==> src/rtl/mem_access_unit_pkg.sv <==
// Shared encodings for the MEM-stage access controller: funct3 codes,
// control-bit positions, FSM state encoding and an access-size helper.
package mem_access_unit_pkg;

  localparam logic [2:0] F3_LB  = 3'b000;
  localparam logic [2:0] F3_LH  = 3'b001;
  localparam logic [2:0] F3_LW  = 3'b010;
  localparam logic [2:0] F3_LBU = 3'b100;
  localparam logic [2:0] F3_LHU = 3'b101;

  localparam logic [1:0] F3_SB = 2'b00;
  localparam logic [1:0] F3_SH = 2'b01;
  localparam logic [1:0] F3_SW = 2'b10;

  localparam int LOAD_EN_BIT  = 3;
  localparam int STORE_EN_BIT = 2;

  typedef logic [1:0] state_t;
  localparam state_t ST_IDLE = 2'd0;
  localparam state_t ST_WAIT = 2'd1;
  localparam state_t ST_DONE = 2'd2;

  typedef enum logic [1:0] {
    SIZE_BYTE,
    SIZE_HALF,
    SIZE_WORD
  } access_size_e;

  // Loads and stores share funct3[1:0] as the size field.
  function automatic access_size_e sizeOf(input logic [2:0] funct3);
    case (funct3[1:0])
      F3_SB:   sizeOf = SIZE_BYTE;
      F3_SH:   sizeOf = SIZE_HALF;
      default: sizeOf = SIZE_WORD;
    endcase
  endfunction

endpackage

==> src/rtl/mem_access_unit_if.sv <==
// Request/acknowledge data-memory port; master is the access unit,
// slave is the memory.
interface mem_access_unit_if;

  logic        dmem_req;
  logic        dmem_we;
  logic [29:0] dmem_addr;
  logic [3:0]  dmem_byte_en;
  logic [31:0] dmem_wdata;
  logic        dmem_ack;
  logic [31:0] dmem_rdata;

  modport master (
    output dmem_req, dmem_we, dmem_addr, dmem_byte_en, dmem_wdata,
    input  dmem_ack, dmem_rdata
  );

  modport slave (
    input  dmem_req, dmem_we, dmem_addr, dmem_byte_en, dmem_wdata,
    output dmem_ack, dmem_rdata
  );

endinterface

==> src/rtl/mem_access_unit_load_store_aligner.sv <==
// Combinational lane logic: byte enables, store-data replication,
// load-lane extraction with sign/zero extension, and misalignment detect.
module load_store_aligner
  import mem_access_unit_pkg::*;
(
  input  logic [2:0]  funct3_i,
  input  logic [1:0]  addr_lo_i,
  input  logic [31:0] store_data_i,
  input  logic [31:0] rdata_i,
  output logic [3:0]  byte_en_o,
  output logic [31:0] wdata_o,
  output logic [31:0] load_data_o,
  output logic        misaligned_o
);

  access_size_e size;
  logic [31:0]  lane;
  logic         isUnsigned;

  assign size       = sizeOf(funct3_i);
  assign lane       = rdata_i >> {addr_lo_i, 3'b000};
  assign isUnsigned = (funct3_i == F3_LBU) || (funct3_i == F3_LHU);

  always_comb begin
    byte_en_o    = 4'b1111;
    wdata_o      = store_data_i;
    load_data_o  = rdata_i;
    misaligned_o = 1'b0;
    case (size)
      SIZE_BYTE: begin
        byte_en_o   = 4'b0001 << addr_lo_i;
        wdata_o     = {4{store_data_i[7:0]}};
        load_data_o = isUnsigned ? {24'b0, lane[7:0]} : {{24{lane[7]}}, lane[7:0]};
      end
      SIZE_HALF: begin
        byte_en_o    = 4'b0011 << addr_lo_i;
        wdata_o      = {2{store_data_i[15:0]}};
        load_data_o  = isUnsigned ? {16'b0, lane[15:0]} : {{16{lane[15]}}, lane[15:0]};
        misaligned_o = addr_lo_i[0];
      end
      default: begin
        misaligned_o = |addr_lo_i;
      end
    endcase
  end

endmodule

==> src/rtl/mem_access_unit.sv <==
// MEM-stage data-memory access controller: IDLE/WAIT/DONE handshake FSM,
// pipeline stall generation and the registered load result.
module mem_access_unit
  import mem_access_unit_pkg::*;
(
  input  logic                      clk,
  input  logic                      rst,
  input  logic [31:0]               mem_alu_out_i,
  input  logic [31:0]               mem_reg_data2_i,
  input  logic [3:0]                mem_data_mem_read_i,
  input  logic [2:0]                mem_data_mem_write_i,
  mem_access_unit_if.master         dmem,
  output logic [31:0]               load_data_o,
  output logic                      stall_o,
  output logic                      misaligned_o
);

  state_t      state_q, state_d;
  logic [31:0] load_data_q, load_data_d;

  logic        loadEn, storeEn, accessReq, accessValid, busy;
  logic [2:0]  funct3;
  logic [31:0] alignedLoad;
  logic        misalignedRaw;

  // A load wins when both enables are set, so its funct3 selects the size.
  assign loadEn    = mem_data_mem_read_i[LOAD_EN_BIT];
  assign storeEn   = mem_data_mem_write_i[STORE_EN_BIT];
  assign accessReq = loadEn || storeEn;
  assign funct3    = loadEn ? mem_data_mem_read_i[2:0] : {1'b0, mem_data_mem_write_i[1:0]};

  load_store_aligner u_aligner (
    .funct3_i     (funct3),
    .addr_lo_i    (mem_alu_out_i[1:0]),
    .store_data_i (mem_reg_data2_i),
    .rdata_i      (dmem.dmem_rdata),
    .byte_en_o    (dmem.dmem_byte_en),
    .wdata_o      (dmem.dmem_wdata),
    .load_data_o  (alignedLoad),
    .misaligned_o (misalignedRaw)
  );

  assign misaligned_o = accessReq && misalignedRaw;
  assign accessValid  = accessReq && !misalignedRaw;
  assign busy         = accessValid && (state_q != ST_DONE);

  // Request and stall are gated by reset so they fall asynchronously.
  assign stall_o        = busy && !rst;
  assign dmem.dmem_req  = stall_o;
  assign dmem.dmem_we   = stall_o && !loadEn;
  assign dmem.dmem_addr = mem_alu_out_i[31:2];
  assign load_data_o    = load_data_q;

  always_comb begin
    state_d     = state_q;
    load_data_d = load_data_q;
    case (state_q)
      ST_IDLE: if (accessValid) state_d = dmem.dmem_ack ? ST_DONE : ST_WAIT;
      ST_WAIT: if (dmem.dmem_ack) state_d = ST_DONE;
      ST_DONE: state_d = ST_IDLE;
      default: state_d = ST_IDLE;
    endcase
    if (busy && dmem.dmem_ack && loadEn) load_data_d = alignedLoad;
  end

  always_ff @(posedge clk or posedge rst) begin
    if (rst) begin
      state_q     <= ST_IDLE;
      load_data_q <= '0;
    end else begin
      state_q     <= state_d;
      load_data_q <= load_data_d;
    end
  end

endmodule

==> src/flat_wrapper.sv <==
// flat-port wrapper written by rule: the top's interface ports become plain ports
module mem_access_unit_flat import mem_access_unit_pkg::*;
  (clk, rst, mem_alu_out_i, mem_reg_data2_i, mem_data_mem_read_i, mem_data_mem_write_i, load_data_o, stall_o, misaligned_o, dmem_dmem_req, dmem_dmem_we, dmem_dmem_addr, dmem_dmem_byte_en, dmem_dmem_wdata, dmem_dmem_ack, dmem_dmem_rdata);
  mem_access_unit_if dmem_i ();
  input  logic clk;
  input  logic rst;
  input  logic [31:0] mem_alu_out_i;
  input  logic [31:0] mem_reg_data2_i;
  input  logic [3:0] mem_data_mem_read_i;
  input  logic [2:0] mem_data_mem_write_i;
  output logic [31:0] load_data_o;
  output logic stall_o;
  output logic misaligned_o;
  output wire logic [$bits(dmem_i.dmem_req)-1:0] dmem_dmem_req;
  output wire logic [$bits(dmem_i.dmem_we)-1:0] dmem_dmem_we;
  output wire logic [$bits(dmem_i.dmem_addr)-1:0] dmem_dmem_addr;
  output wire logic [$bits(dmem_i.dmem_byte_en)-1:0] dmem_dmem_byte_en;
  output wire logic [$bits(dmem_i.dmem_wdata)-1:0] dmem_dmem_wdata;
  input wire logic [$bits(dmem_i.dmem_ack)-1:0] dmem_dmem_ack;
  input wire logic [$bits(dmem_i.dmem_rdata)-1:0] dmem_dmem_rdata;
  assign dmem_dmem_req = dmem_i.dmem_req;
  assign dmem_dmem_we = dmem_i.dmem_we;
  assign dmem_dmem_addr = dmem_i.dmem_addr;
  assign dmem_dmem_byte_en = dmem_i.dmem_byte_en;
  assign dmem_dmem_wdata = dmem_i.dmem_wdata;
  assign dmem_i.dmem_ack = dmem_dmem_ack;
  assign dmem_i.dmem_rdata = dmem_dmem_rdata;
  mem_access_unit u_core (.clk(clk), .rst(rst), .mem_alu_out_i(mem_alu_out_i), .mem_reg_data2_i(mem_reg_data2_i), .mem_data_mem_read_i(mem_data_mem_read_i), .mem_data_mem_write_i(mem_data_mem_write_i), .dmem(dmem_i), .load_data_o(load_data_o), .stall_o(stall_o), .misaligned_o(misaligned_o));
endmodule
==> config.mk <==
export PLATFORM = sky130hd
export DESIGN_NAME = mem_access_unit_flat
export DESIGN_NICKNAME = d
export VERILOG_FILES = /design/src/rtl/mem_access_unit_pkg.sv /design/src/rtl/mem_access_unit_if.sv /design/src/rtl/mem_access_unit_load_store_aligner.sv /design/src/rtl/mem_access_unit.sv /design/src/flat_wrapper.sv
export SDC_FILE = /design/constraint.sdc
export NUM_CORES = 1
export LEC_CHECK = 0
export CAP_MARGIN = 20
export CORE_MARGIN = 2
export CORE_UTILIZATION = 39
export CTS_CLUSTER_SIZE = 14
export DETAILED_ROUTE_END_ITERATION = 7
export PLACE_DENSITY = 0.88
export SLEW_MARGIN = 40
export SYNTH_ARGS = -nofsm -noshare
export SYNTH_HDL_FRONTEND = slang
export SYNTH_HIERARCHICAL = 1
export SYNTH_SLANG_ARGS = --single-unit
==> constraint.sdc <==
create_clock -name clk -period 7.68 [get_ports clk]
set_input_delay 1.92 -clock clk [delete_from_list [all_inputs] [get_ports clk]]
set_output_delay 1.92 -clock clk [all_outputs]
set_load 0.005 [all_outputs]
# Yosys cells after proc, flatten, opt, wreduce, memory -nomap -nowiden
# Cells that the tools add are included.
# W data, S select, Z words.
[word_totals]
register_bits = 34
in_bits = 106
output_inout_bits = 102
wordCells = 42
[classes]
n_eq_ne = 8
muxes = 12
n_reduce_logical = 17
shifts = 3
[op_table]
columns = ["cell", "count"]
rows = [
  ["$pmux W32 S2", 2],
  ["$mux W32", 2],
  ["$shr A32 B5 Y16", 1],
  ["$pmux W2 S2", 2],
  ["$pmux W4 S2", 1],
  ["$logic_and A1 B1 Y1", 7],
  ["$eq A2 B1 Y1 const B", 3],
  ["$eq A3 B3 Y1 const B", 2],
  ["$logic_not A2 Y1", 3],
  ["$mux W2", 3],
  ["$ne A2 B2 Y1 const B", 2],
  ["$shl A1 B2 Y4 const A", 1],
  ["$shl A2 B2 Y4 const A", 1],
  ["$logic_not A1 Y1", 3],
  ["$mux W3", 1],
  ["$logic_or A1 B1 Y1", 2],
  ["$ne A2 B1 Y1 const B", 1],
  ["$pmux W1 S2", 1],
  ["$reduce_and A2 Y1", 1],
  ["$reduce_or A2 Y1", 1],
]

# Depth between registers and ports, before layout
# Gate-level depths: netlist of run 1.
[logic_depth]
ltp_word = 10
depth_mapped = 9
mapped_depth_nobuf = 6

# Hierarchy
# Netlist of run 1, hierarchy kept.
[modules_own_cells]
columns = ["mod", "n_inst", "cells_each", "area_each_um2", "seq_area_each_um2"]
rows = [
  ["mem_access_unit", 1, 115, 1709.1, 850.8],
  ["load_store_aligner", 1, 183, 1253.7, 0.0],
]

# Least setup slack after synthesis of run 1
# OpenSTA, ideal clock, no wires.
[synth_path]
kind = "input port to output port"
startpoint = "in mem_data_mem_read_i[3]"
endpoint = "out stall_o"
n_path_buf = 4
setup_slack_ps = 2220
path_stages = 9
required_time_ps = 5760
arrival_time_ps = 3540
path_cell_list = "mux2_2 buf_2 buf_2 buf_2 o21ai_0 nand2_1 a21o_1 nor3_1 buf_4"
[synth_between]
elab_chain_len = 9
elab_cells_between_ends = 12
cone_classes = "eq/ne (2); mux (3); reduce/logical (7)"
[synth_rtl]
columns = ["element", "line_no", "text"]
rows = [
  ["from (decl)", "flat_wrapper.sv:9", "input logic [3:0] mem_data_mem_read_i;"],
  ["$mux W3 (*)", "mem_access_unit.sv:30", "assign funct3 = loadEn ? mem_data_mem_read_i[2:0] : {1'b0, mem_data_mem_write_i[1:0]};"],
  ["$eq A2 B1 Y1 / $logic_not A2 Y1 (equally long branches)", "mem_access_unit_pkg.sv:31", "case (funct3[1:0])"],
  ["$pmux W2 S2 (*)", "mem_access_unit_pkg.sv:31", ""],
  ["$eq A2 B1 Y1 / $logic_not A2 Y1 (equally long branches)", "mem_access_unit_load_store_aligner.sv:29", "case (size)"],
  ["$pmux W1 S2 (*)", "mem_access_unit_load_store_aligner.sv:29", ""],
  ["net u_core.misalignedRaw", "mem_access_unit.sv:24", "logic misalignedRaw;"],
  ["$logic_not A1 Y1 (*)", "mem_access_unit.sv:44", "assign accessValid = accessReq && !misalignedRaw;"],
  ["$logic_and A1 B1 Y1 (*)", "mem_access_unit.sv:44", ""],
  ["$logic_and A1 B1 Y1 (*)", "mem_access_unit.sv:45", "assign busy = accessValid && (state_q != ST_DONE);"],
  ["$logic_and A1 B1 Y1 (*)", "mem_access_unit.sv:48", "assign stall_o = busy && !rst;"],
  ["to (decl)", "flat_wrapper.sv:12", "output logic stall_o;"],
]
# The timed path passes the listed nets; every way through them passes the cells marked *.

# Worst setup path in the final report of run 1
[layout_path]
startpoint = "in mem_data_mem_read_i[3]"
endpoint = "out dmem_dmem_req"
[layout_between]
elab_chain_len = 9
elab_cells_between_ends = 12
cone_classes = "eq/ne (2); mux (3); reduce/logical (7)"
[layout_rtl]
columns = ["element", "line_no", "text"]
rows = [
  ["$mux W3 (*)", "mem_access_unit.sv:30", ""],
  ["net u_core.funct3[0]", "mem_access_unit.sv:22", "logic [2:0] funct3;"],
  ["$eq A2 B1 Y1 / $logic_not A2 Y1 (equally long branches)", "mem_access_unit_pkg.sv:31", ""],
  ["$pmux W2 S2 (*)", "mem_access_unit_pkg.sv:31", ""],
  ["$eq A2 B1 Y1 / $logic_not A2 Y1 (equally long branches)", "mem_access_unit_load_store_aligner.sv:29", ""],
  ["$pmux W1 S2 (*)", "mem_access_unit_load_store_aligner.sv:29", ""],
  ["net u_core.misalignedRaw", "mem_access_unit.sv:24", ""],
  ["$logic_not A1 Y1 (*)", "mem_access_unit.sv:44", ""],
  ["$logic_and A1 B1 Y1 (*)", "mem_access_unit.sv:44", ""],
  ["$logic_and A1 B1 Y1 (*)", "mem_access_unit.sv:45", ""],
  ["$logic_and A1 B1 Y1 (*)", "mem_access_unit.sv:48", ""],
  ["to (decl)", "flat_wrapper.sv:14", "output wire logic [$bits(dmem_i.dmem_req)-1:0] dmem_dmem_req;"],
]
# Marks and branches as above.

==> flow_metrics.py, run 1 <==
metrics = {
    "outcome": {
        "outcome": "complete, no violations",
    },
    "clock_network": {
        "cts_max_level": 2,
        "cts_tree": "done",
        "cts_resized": 0,
        "clockBufferDepth": 2,
        "cts.sinks": 34,
        "clock_latency_ns": 0.28,
        "cts.clk_slew.worst_paths_ns": 0.07,
        "cts_buffers": 5,
        "cts_hold_buf": 0,
        "clock-root-buffer": "clkbuf_8",
        "cts_setup_buffers": 0,
    },
    "routing": {
        "drt-vias-per-instance": 5.018,
        "wl_met2_mm": 4.264,
        "met1Wirelength_mm": 3.705,
        "post_drt_wl_per_cell_um": 17.71,
        "ant_nets": 0,
        "top_layer_used": "met4",
        "drc": 0,
        "wl_met3_um": 631,
        "finalWirelength_mm": 8.801,
        "drt_iter0_markers": 142,
        "drtPass1Iterations": 4,
        "vias": 2494,
    },
    "setup_path": {
        "rrSetupSlack_ns": 6.17,
        "r2r_cells": 3,
        "slowest_delay_ns": 0.59,
        "critPathBufInv": 2,
        "crit_arrival_ns": 4.43,
        "path_class": "primary input to output port",
        "regToRegStartpoint": "u_core/state_q[0]",
        "critPathMaxFanout": 23,
        "cp_cell_sequence": "clkdlybuf4s50_1 > mux2_2 > nand2_1 > nand2_1 > a21o_1 > nor3_1 > clkdlybuf4s50_1",
        "reg2reg_to": "u_core/load_data_o[25]",
        "crit_slowest_cell": "mux2_2",
        "cp.required_ns": 5.76,
        "start_kind": "primary input",
        "cp-end-kind": "output port",
        "path_delay_family": "buffers and inverters",
    },
    "yosys": {
        "ys_types": 37,
        "synth_area_leaders": "dfrtp_1, mux2_4, buf_4",
        "synth-seq-area-share": 0.2872,
        "synth-seq-cells": 34,
        "yosys_warnings": 6,
        "syn_nets": 404,
        "yosysTopAreaCell": "dfrtp_1",
        "syn_inst": 298,
        "avgSynthCellArea_um2": 9.942,
        "synth.cell_area_um2": 2963,
        "synth_top_area_frac": 0.2872,
    },
    "job": {
        "max_cap_viol_count": 0,
    },
    "sta": {
        "period_share": 0.8268,
        "max_slew_margin": 0.5758,
        "fin_skew_ns": 0.007829,
        "fin_tns_setup_ns": 0,
        "tightestPinTransition_ns": 0.6350,
        "period_minus_slack_ns": 6.350,
        "hold_viol": 0,
        "report.final.slew_viol_count": 0,
        "rsz0062_at_grt": "no",
        "max_freq_ghz": 0.1575,
        "finalSetupViolations": 0,
    },
    "final_layout": {
        "drive_gt1_frac": 0.1784,
        "stdcell_count": 497,
        "multiInputGateArea_um2": 1675,
        "finish.net_count": 503,
        "fillers": 667,
        "diodes": 0,
        "regArea_um2": 850.8,
        "area_growth_pct": 43.45,
    },
    "place": {
        "dp_hpwl_mm": 6.867,
        "gp_congestion": 0.8537,
        "io_buffers": 147,
        "dp.cells": 489,
    },
    "power_and_ir_drop": {
        "p_per_area_nw_per_um2": 190.6,
        "finalPower_w": 0.0008103,
        "vdd_ir_drop_max_mv": 0.08973,
        "p_leak_nw": 1.890,
    },
    "floorplanning": {
        "io_pins": 208,
        "rows": 31,
        "fp.dieH_um": 91.16,
        "core-area_um2": 7292,
        "dieArea_um2": 8310,
        "dieWidth_um": 91.16,
        "initial_utilization": 0.4063,
    },
    "grt": {
        "antenna_found_initial": 0,
        "grt_pass1_vias": 2646,
        "track_usage": 0.2082,
        "grt_pass1_wl_mm": 13.79,
        "grt_overflow_total": 0,
        "grt_max_degree": 41,
    },
    "hold_path": {
        "holdCritPathClass": "register to register",
        "holdPathEnd": "u_core/load_data_o[30]",
        "holdCritStartpoint": "u_core/load_data_o[30]",
        "min_delay_path_depth": 1,
    },
}
[how the worst max path moves through the flow]
stage | start | end | slack [ns] | depth (start not counted)
6_report | mem_data_mem_read_i[3] | dmem_dmem_req | 1.33 | 7
4_1_cts | mem_data_mem_read_i[3] | dmem_dmem_req | 1.31 | 7
3_3_place_gp | mem_data_mem_read_i[3] | dmem_dmem_we | 1.41 | 7
2_1_floorplan | mem_data_mem_read_i[3] | stall_o | 2.22 | 9
5_1_grt | mem_data_mem_read_i[3] | dmem_dmem_req | 1.13 | 7
3_5_place_dp | mem_data_mem_read_i[3] | dmem_dmem_req | 1.32 | 7
[cell usage in the layout (no fill, tap or decap), types with 2 or more instances in the layout]
cell | synthesis | routed
a21o_1 | 17 | 17
a21oi_1 | 16 | 16
a22o_1 | 2 | 2
and2_1 | 5 | 5
buf_4 | 40 | 4
clkbuf_8 | 0 | 6
clkdlybuf4s50_1 | 0 | 147
dfrtp_1 | 34 | 34
inv_1 | 2 | 2
mux2_2 | 20 | 20
mux2_4 | 31 | 31
mux2i_1 | 15 | 15
nand2_1 | 20 | 20
nand2b_1 | 2 | 2
nor2_1 | 13 | 13
nor2b_1 | 18 | 18
nor3_1 | 2 | 2
o21ai_0 | 25 | 25
[state kept, by name (all words and copies together) (netlist names)]
signal and flops:
u_core/load_data_o 32, u_core/state_q 2
[metrics by stage]
stage                       util  hold WS, ns  cell area [µm²]  setup slack (ns)
after CTS                 0.5829       0.5142             4250             1.314
after global routing      0.5829       0.5326             4250             1.134
after detailed placement  0.5704       0.4960             4159             1.323
after floorplan                -       0.4715             2963             2.220
after global placement    0.5704       0.4905             4159             1.415
final                     0.5829       0.5115             4250             1.330
[cell usage after synthesis, drive strengths merged]
| library cell | number |
|---|---|
| buf | 52 |
| mux2 | 51 |
| dfrtp | 34 |
| o21ai | 25 |
| nand2 | 20 |
| nor2b | 18 |
| a21o | 17 |
| a21oi | 17 |
| mux2i | 16 |
| nor2 | 14 |
| clkbuf | 7 |
| and2 | 6 |
| a22o | 2 |
| inv | 2 |
| nand2b | 2 |
| nor3 | 2 |
| nor4 | 2 |
| o21bai | 2 |
| a211o | 1 |
| a311oi | 1 |
| and2b | 1 |
| nor3b | 1 |
| o211ai | 1 |
| o21a | 1 |
| o221ai | 1 |
| or3 | 1 |
| xnor2 | 1 |
[per-layer routing]
layer | global-route usage | vias to the layer above
met3 | 0.05975 | 19
met5 | 0 | -
met1 | 0.2666 | 1165
met4 | 0.08460 | 0
met2 | 0.3296 | 109
li1 | - | 1201
[area by class of cell]
type	instances	area share
clock inverter	1	0.001178
tap	99	0.02914
clock buffer	7	0.02031
sequential	34	0.2002
timing repair buffer	151	0.3533
inverter	2	0.001766
multi-input combinational	203	0.3942
[worst register-to-register path: stages (launching register included)]
cell	delay [ns]
dfrtp_1	0.35
inv_1	0.10
a211o_4	0.53
mux2_2	0.42
[power breakdown]
group | internal, W | switching (W) | total [W]
combinational | 0.000273 | 0.000127 | 0.000400
sequential | 0.000239 | 0.0000365 | 0.000276
clock | 0.0000722 | 0.0000621 | 0.000134
total | 0.000584 | 0.000226 | 0.000810
[cell families (layout without fill, tap and decap cells)]
family | count (synthesis) | in the layout | synth area share
AOI/OAI and AO/OA | 68 | 68 | 0.1550
xor gates and xnor gates | 1 | 1 | 0.002957
buffers and inverters | 61 | 161 | 0.1474
DFF | 34 | 34 | 0.2872
muxes | 67 | 67 | 0.2914
and+or+nand+nor | 67 | 67 | 0.1161
No activity file was read; power rests on OpenSTA's default activity.
==> inputs of run 2 (changes only) <==
--- a/config.mk
+++ b/config.mk
@@ -7,10 +7,10 @@
 export LEC_CHECK = 0
 export CAP_MARGIN = 20
 export CORE_MARGIN = 2
-export CORE_UTILIZATION = 39
+export CORE_UTILIZATION = 36
 export CTS_CLUSTER_SIZE = 14
 export DETAILED_ROUTE_END_ITERATION = 7
-export PLACE_DENSITY = 0.88
+export PLACE_DENSITY = 0.82
 export SLEW_MARGIN = 40
 export SYNTH_ARGS = -nofsm -noshare
 export SYNTH_HDL_FRONTEND = slang
==> constraint.sdc (replaced) <==
create_clock -name clk -period 6.55 [get_ports clk]
set_input_delay 1.6375 -clock clk [delete_from_list [all_inputs] [get_ports clk]]
set_output_delay 1.6375 -clock clk [all_outputs]
set_load 0.005 [all_outputs]
==> run 2 against run 1 <==
Critical path depth is the same; clock skew decreased by 0.0053 ns; first-iteration DRC count shrank 4.9%; core utilization fell by 5.8 points.
==> flow_metrics.py, run 2 (synthesis results as in run 1) <==
metrics = {
    "outcome": {
        "outcome": "complete, no violations",
    },
    "grt": {
        "grt_pass1_wl_mm": 12.64,
        "grt_pass1_vias": 2395,
        "grt_overflow_total": 0,
        "antenna_found_initial": 0,
        "track_usage": 0.1830,
        "grt_max_degree": 40,
    },
    "power_and_ir_drop": {
        "p_leak_nw": 1.885,
        "p_per_area_nw_per_um2": 221.4,
        "vdd_ir_drop_max_mv": 0.1032,
    },
    "sta": {
        "report.final.slew_viol_count": 0,
        "max_slew_margin": 0.5591,
        "period_minus_slack_ns": 5.791,
        "finalSetupViolations": 0,
        "max_freq_ghz": 0.1727,
        "fin_skew_ns": 0.002546,
        "whs_ns": 0.5078,
        "period_share": 0.8841,
        "hold_viol": 0,
        "fin_tns_setup_ns": 0,
        "rsz0062_at_grt": "no",
        "tightestPinTransition_ns": 0.6599,
    },
    "setup_path": {
        "critPathMaxFanout": 23,
        "cp-end-kind": "output port",
        "start_kind": "primary input",
        "r2r_cells": 2,
        "crit_arrival_ns": 4.15,
        "path_class": "primary input to output port",
        "cp.required_ns": 4.91,
    },
    "clock_network": {
        "cts_tree": "done",
        "clock_latency_ns": 0.28,
        "cts.clk_slew.worst_paths_ns": 0.06,
        "cts_hold_buf": 0,
        "cts_setup_buffers": 0,
        "cts_max_level": 2,
        "cts_buffers": 5,
        "cts.sinks": 34,
        "clock-root-buffer": "clkbuf_8",
        "cts_resized": 0,
        "clockBufferDepth": 2,
    },
    "routing": {
        "post_drt_wl_per_cell_um": 17.08,
        "drtPass1Iterations": 4,
        "drt_iter0_markers": 135,
        "drt-vias-per-instance": 4.976,
        "vias": 2493,
        "ant_nets": 0,
        "finalWirelength_mm": 8.558,
        "drc": 0,
    },
    "final_layout": {
        "stdcell_count": 501,
        "final_core_util": 0.5250,
        "fillers": 763,
        "finalInstanceArea_um2": 4249,
        "largest_reg_flops": 32,
        "area_growth_pct": 43.41,
        "finish.net_count": 503,
        "final_common_cell": "clkdlybuf4s50_1",
        "diodes": 0,
        "drive_gt1_frac": 0.1768,
        "final_cell_mix": "clkdlybuf4s50_1, dfrtp_1, mux2_4, o21ai_0",
    },
    "floorplanning": {
        "core-area_um2": 8093,
        "rows": 33,
        "initial_utilization": 0.3661,
        "io_pins": 208,
        "dieWidth_um": 94.72,
        "dieArea_um2": 8972,
        "fp.dieH_um": 94.72,
    },
    "place": {
        "placed_area_um2": 4167,
        "io_buffers": 147,
        "gp_congestion": 0.8781,
        "dp.cells": 495,
        "dp_hpwl_mm": 6.715,
    },
    "hold_path": {
        "holdCritPathClass": "register to register",
        "min_delay_path_depth": 1,
    },
    "job": {
        "max_cap_viol_count": 0,
    },
}
==> run 2: cell types whose count changed in the layout (fill, tap and decap cells not counted), sizes merged <==
cell	previous run	this run
clkbuf	7	6
clkinv	1	0
==> run 2: final timing paths <==
| kind | start | endpoint | slack [ns] |
|---|---|---|---|
| min in group asynchronous | rst | u_core/load_data_o[7] | 1.82 |
| hold reg to reg | u_core/state_q[1] | u_core/state_q[1] | 0.51 |
| max in group asynchronous | rst | u_core/load_data_o[0] | 4.43 |
| hold / removal | u_core/state_q[1] | u_core/state_q[1] | 0.51 |
| setup reg to reg | u_core/state_q[1] | u_core/load_data_o[17] | 5.04 |
| setup / recovery | mem_data_mem_read_i[3] | dmem_dmem_we | 0.76 |
==> run 2: report_power, final <==
group,switching (W),leakage (nW),internal (W),total [W]
Clock,0.0000692,0.0431,0.0000809,0.000150
Sequential,0.0000437,0.415,0.000281,0.000324
Combinational,0.000147,1.43,0.000320,0.000467
==> run 2: final cells by class <==
type / count / area [µm²] / share of cell area
Tap cell: 105 / 131.4 / 0.03092
Timing Repair Buffer: 151 / 1501 / 0.3534
Multi-Input combinational cell: 203 / 1675 / 0.3943
Inverter: 2 / 7.507 / 0.001767
Clock buffer: 6 / 82.58 / 0.01943
Sequential cell: 34 / 850.8 / 0.2002
==> run 2: critical path, stage by stage <==
cell and delay [ns]:
clkdlybuf4s50_1 0.59, mux2_2 0.59, nand2_1 0.21, nand2_1 0.14, a21o_1 0.19, nor4_1 0.25, clkdlybuf4s50_1 0.55
==> run 2: metrics by stage <==
step,power [W],setup WS [ns]
after floorplan,0.0005476,1.655
after global placement,0.0007873,0.8367
after detailed placement,0.0007930,0.7467
after CTS,0.0009508,0.7376
after global routing,0.0009969,0.6206
final,0.0009409,0.7592
==> run 2: layer usage <==
metal  GRT usage  up-vias  wire, µm
met5           0        -         0
met4     0.04952        0       108
met3     0.05267       10       570
met2      0.2949       91      4144
met1      0.2400     1200      3734
li1            -     1192         -
